**config.mk**
```make
export PLATFORM = sky130hd
export DESIGN_NAME = switch_lamp_arbiter
export DESIGN_NICKNAME = d
export VERILOG_FILES = /design/src/rtl/switch_lamp_arbiter_pkg.sv /design/src/rtl/switch_lamp_arbiter_sw_debounce.sv /design/src/rtl/switch_lamp_arbiter.sv
export SDC_FILE = /design/constraint.sdc
export NUM_CORES = 1
export LEC_CHECK = 0
export CAP_MARGIN = 20
export CORE_MARGIN = 1.5
export CORE_UTILIZATION = 45
export CTS_CLUSTER_SIZE = 20
export DETAILED_ROUTE_END_ITERATION = 8
export PLACE_DENSITY = 0.65
export SLEW_MARGIN = 20
export SYNTH_ARGS = -nofsm -noshare
export SYNTH_HDL_FRONTEND = slang
export SYNTH_HIERARCHICAL = 1
export SYNTH_SLANG_ARGS = --single-unit
```
**constraint.sdc**
```tcl
create_clock -name CLK -period 1.5 [get_ports CLK]
set_input_delay 0.225 -clock CLK [delete_from_list [all_inputs] [get_ports CLK]]
set_output_delay 0.225 -clock CLK [all_outputs]
set_load 0.005 [all_outputs]
```
**src/rtl/switch_lamp_arbiter_pkg.sv**
```systemverilog
`default_nettype none
// ============================================================================
// switch_lamp_arbiter_pkg : shared state encoding, defaults and width helper
// Revision 1.0
// ============================================================================
package switch_lamp_arbiter_pkg;

   typedef enum logic [1:0] {
      IDLE  = 2'd0,
      GRANT = 2'd1,
      GAP   = 2'd2
   } state_t;

   localparam int DEB_CYCLES_DEF  = 4;
   localparam int HOLD_CYCLES_DEF = 8;

   // Counter width: clog2 of the larger count, never below 1 bit.
   function automatic int cnt_width(input int a, input int b);
      int m;
      m = (a > b) ? a : b;
      return (m > 1) ? $clog2(m) : 1;
   endfunction

endpackage
`default_nettype wire

```
**src/rtl/switch_lamp_arbiter_sw_debounce.sv**
```systemverilog
`default_nettype none
// ============================================================================
// sw_debounce : two-flop synchroniser followed by a consecutive-cycle debouncer
// Revision 1.0
// ============================================================================
module sw_debounce
   import switch_lamp_arbiter_pkg::*;
#(
   parameter int DEB_CYCLES = DEB_CYCLES_DEF
) (
   input  logic CLK,
   input  logic RST,
   input  logic SW,
   output logic D
);

   localparam int CW = cnt_width(DEB_CYCLES, 1);

   logic          r_sync1;
   logic          r_sync2;
   logic          r_d;
   logic [CW-1:0] r_cnt;

   always_ff @(posedge CLK or posedge RST) begin
      if (RST) begin
         r_sync1 <= 1'b0;
         r_sync2 <= 1'b0;
         r_d     <= 1'b0;
         r_cnt   <= '0;
      end else begin
         r_sync1 <= SW;
         r_sync2 <= r_sync1;
         // Any agreement with the stable level restarts the count.
         if (r_sync2 == r_d) begin
            r_cnt <= '0;
         end else if (r_cnt == CW'(DEB_CYCLES - 1)) begin
            r_d   <= r_sync2;
            r_cnt <= '0;
         end else begin
            r_cnt <= r_cnt + 1'b1;
         end
      end
   end

   assign D = r_d;

endmodule
`default_nettype wire

```
**src/rtl/switch_lamp_arbiter.sv**
```systemverilog
`default_nettype none
// ============================================================================
// switch_lamp_arbiter : round-robin lamp sharing between two debounced switches
// Revision 1.0
// ============================================================================
module switch_lamp_arbiter
   import switch_lamp_arbiter_pkg::*;
#(
   parameter int DEB_CYCLES  = DEB_CYCLES_DEF,
   parameter int HOLD_CYCLES = HOLD_CYCLES_DEF
) (
   input  logic CLK,
   input  logic RST,
   input  logic SW0,
   input  logic SW1,
   output logic L,
   output logic G0,
   output logic G1,
   output logic D0,
   output logic D1,
   output logic LAST
);

   localparam int TW = cnt_width(DEB_CYCLES, HOLD_CYCLES);

   state_t        r_state;
   logic [TW-1:0] r_timer;
   logic          r_g0;
   logic          r_g1;
   logic          r_last;
   logic          w_d0;
   logic          w_d1;
   logic          w_req;
   logic          w_winner;

   sw_debounce #(.DEB_CYCLES(DEB_CYCLES)) u_deb0 (
      .CLK (CLK),
      .RST (RST),
      .SW  (SW0),
      .D   (w_d0)
   );

   sw_debounce #(.DEB_CYCLES(DEB_CYCLES)) u_deb1 (
      .CLK (CLK),
      .RST (RST),
      .SW  (SW1),
      .D   (w_d1)
   );

   assign w_req    = w_d0 | w_d1;
   // On a tie the channel that did not win last time takes the lamp.
   assign w_winner = (w_d0 & w_d1) ? ~r_last : w_d1;

   always_ff @(posedge CLK or posedge RST) begin
      if (RST) begin
         r_state <= IDLE;
         r_timer <= '0;
         r_g0    <= 1'b0;
         r_g1    <= 1'b0;
         r_last  <= 1'b1;
      end else begin
         case (r_state)
            IDLE: begin
               if (w_req) begin
                  r_g0    <= ~w_winner;
                  r_g1    <= w_winner;
                  r_last  <= w_winner;
                  r_timer <= '0;
                  r_state <= GRANT;
               end
            end
            GRANT: begin
               if (r_timer == TW'(HOLD_CYCLES - 1)) begin
                  r_g0    <= 1'b0;
                  r_g1    <= 1'b0;
                  r_timer <= '0;
                  r_state <= GAP;
               end else begin
                  r_timer <= r_timer + 1'b1;
               end
            end
            GAP: begin
               r_state <= IDLE;
            end
            default: begin
               r_g0    <= 1'b0;
               r_g1    <= 1'b0;
               r_state <= IDLE;
            end
         endcase
      end
   end

   assign G0   = r_g0;
   assign G1   = r_g1;
   assign L    = r_g0 | r_g1;
   assign D0   = w_d0;
   assign D1   = w_d1;
   assign LAST = r_last;

endmodule
`default_nettype wire

```
==> impl_metrics.tcl <==
set metrics [dict create \
    status "finished, final reports clean" \
    final_net_count 78 \
    worst_slew_pin_slew_ns 0.3363 \
    grt_max_degree 11 \
    period_minus_slack_ns 1.439 \
    grt_util_met3_pct 7.660 \
    antenna_found_initial 0 \
    synth_top_area_share_pct 58.22 \
    power_density_mw_per_mm2 1994 \
    critPathLaunchType "register" \
    slew_headroom_pct 77.45 \
    grt-busiest-layer "met2" \
    viasPerCell 5.306 \
    worst-path-buf-inv 1 \
    fp.dieArea_sq_mm 0.001874 \
    cp.depth 2 \
    syn_nets 60 \
    yosysSeqAreaShare_pct 61.82 \
    gr-total-overflow 0 \
    area_growth_syn_to_layout_pct 24.32 \
    dr.pass1.iters 2 \
    cp_max_fo 2 \
    vias 451 \
    rr_startpoint "r_timer[0]" \
    fp.dieW_microns 43.30 \
    required_ns 1.27 \
    synth_most_common_cell "dfrtp_1" \
    timing.final.crit_share_pct 95.94 \
    synth_cells 52 \
    initial_utilization_pct 48.50 \
    synth_area_sq_um 730.7 \
    total_power_mw 1.811 \
    fin_skew_ns 0.001182 \
    drive_above_1_share_pct 27.54 \
    drt-total-wl_microns 1120 \
    routabilityCongestion 0.7569 \
    use_met2_pct 23.58 \
    multi_input_area_sq_um 264.0 \
    finalSetupViolCount 0 \
    routedWlPerCell_microns 13.18 \
    root_buffer "clkbuf_4" \
    hpwlAfterDp_microns 854.6 \
    hold_class "input pin to asynchronous set/reset pin" \
    grt_pass1_wl_microns 2021 \
    antennaDiodeCount 0 \
    drc_errors 0 \
    yosysTopAreaCell "dfrtp_1" \
    path_class "register to output port" \
    drtAntennaViolNets 0 \
    core_sq_mm 0.001506 \
    yosys-top-cells-count "dfrtp_1, ha_1, inv_1, a32o_1" \
    ios 10 \
    first_iter_violations 2 \
    clk_latency_ns 0.29 \
    track_usage_pct 15.15 \
    grt_setup_unrepaired "false" \
    cts.htree.levels 1 \
    cp_cell_sequence "or2_2, dlygate4sd2_1" \
    fmax_ghz 0.6949 \
    cts_num_sinks 18 \
    reg2reg_depth 5 \
    drv_slew 0 \
    register_area_sq_um 452.9 \
    synth.area.top_cells "dfrtp_1, ha_1, a32o_1" \
    cts_tree "built" \
    finalHoldViolations 0 \
    tns_ns 0 \
    p_leak_nw 0.4412 \
    drv_cap 0 \
    grt_use_met1_pct 19.61 \
    clk_path_buf_depth 2 \
    cts_buffers 3 \
    critPathTopFamily "flip-flops" \
    slowest_delay_ns 0.39 \
    grt_pass1_vias 457 \
    synth-edff-count 0 \
    crit_start "G1" \
    fillers 126 \
    synth-main-ff-cell "dfrtp_1" \
    ys_warn_count 6 \
    fin_ws_ns 0.06092 \
    clk_pin_slew_ns 0.10 \
    dp_slack_ns 0.1719 \
    postSynthAreaPerCell_sq_um 14.05 \
    cts_hold_buf 0 \
    cp_slowest_cell "dfrtp_1" \
    yosysUniqueCellTypes 22 \
    die_h_microns 43.30 \
    endpoint_kind "output port" \
    synth-seq-cells 18 \
    peakVddDrop_mv 1.090 \
    worstPathArrival_ns 1.21 \
    rows 14 \
    port_buffers 9 \
    async_flop_share_pct 100.0 \
]
per-stage QoR:
stage          cell area (sq um)  hold WS (ns)  instances  util [%]
5_1_grt                    908.4        0.2079         85     60.30
3_3_place_gp               848.3        0.3314         78     56.31
3_5_place_dp               848.3        0.3410         78     56.31
4_1_cts                    905.9        0.1645         85     60.13
6_report                   908.4        0.1756         85     60.30
2_1_floorplan              730.7      0.003521         52         -
cell type report:
class                      instances  share of cell area [%]
sequential                        18                   49.86
tap                               16                   2.204
multi-input combinational         30                   29.06
inverter                           4                   1.653
clock buffer                       4                   3.994
timing repair buffer              13                   13.22
where the power goes:
group          total [mW]  leakage, nW  internal, mW  switching [mW]
sequential          0.773        0.218         0.665           0.107
clock               0.288       0.0210         0.148           0.140
combinational       0.750        0.203         0.452           0.299
metal layers:
metal  share of wire (%)  vias to the layer above
li1                    -                      220
met1                  48                      218
met2                  46                       13
met3                 6.0                        0
met4                   0                        0
met5                   0                        -
registers in the layout, summed over array words and instances (netlist names), 2 cells and up:
register,flops
r_state,2
r_timer,3
u_deb0/r_cnt,2
u_deb1/r_cnt,2
cell usage in the layout (no fill, tap or decap):
cell type / n
dfrtp_1: 16
clkdlybuf4s50_1: 6
inv_1: 4
ha_1: 4
buf_4: 4
a32o_1: 3
clkbuf_4: 3
a21oi_1: 2
nor2_1: 2
dlygate4sd2_1: 2
xnor2_1: 2
nor3_2: 2
nor2b_1: 2
mux2_2: 2
dfstp_2: 1
o31ai_2: 1
nor3b_2: 1
mux2_4: 1
a22o_1: 1
a31oi_1: 1
nand2_1: 1
o21ai_0: 1
o31a_1: 1
or2_2: 1
or2b_1: 1
and3_2: 1
clkbuf_8: 1
dlymetal6s2s_1: 1
dfrtp_2: 1
path summary, 6_finish.rpt:
path	to	slack, ns
max in group asynchronous	LAST	0.98
max	L	0.06
min	u_deb1/r_sync1	0.18
max reg2reg	G1	0.14
min in group CLK	u_deb1/r_sync1	0.37
min reg2reg	u_deb1/r_sync2	0.37
logic make-up after synthesis:
logic type                 synth area share [%]
DFF                                       61.82
AOI/OAI and AO/OA                         11.13
and+or+nand+nor                           10.62
muxes                                     5.136
adders and majority gates                 6.850
buffers and inverters                     2.054
xor gates and xnor gates                  2.398
repair_timing:
item / CTS / global route
gates cloned: 0 / 0
endpoints found under the setup margin: 3 / 1
setup buffers: 3 / 0
gates resized for setup: 3 / 1
(Power assumes the default switching activity.)
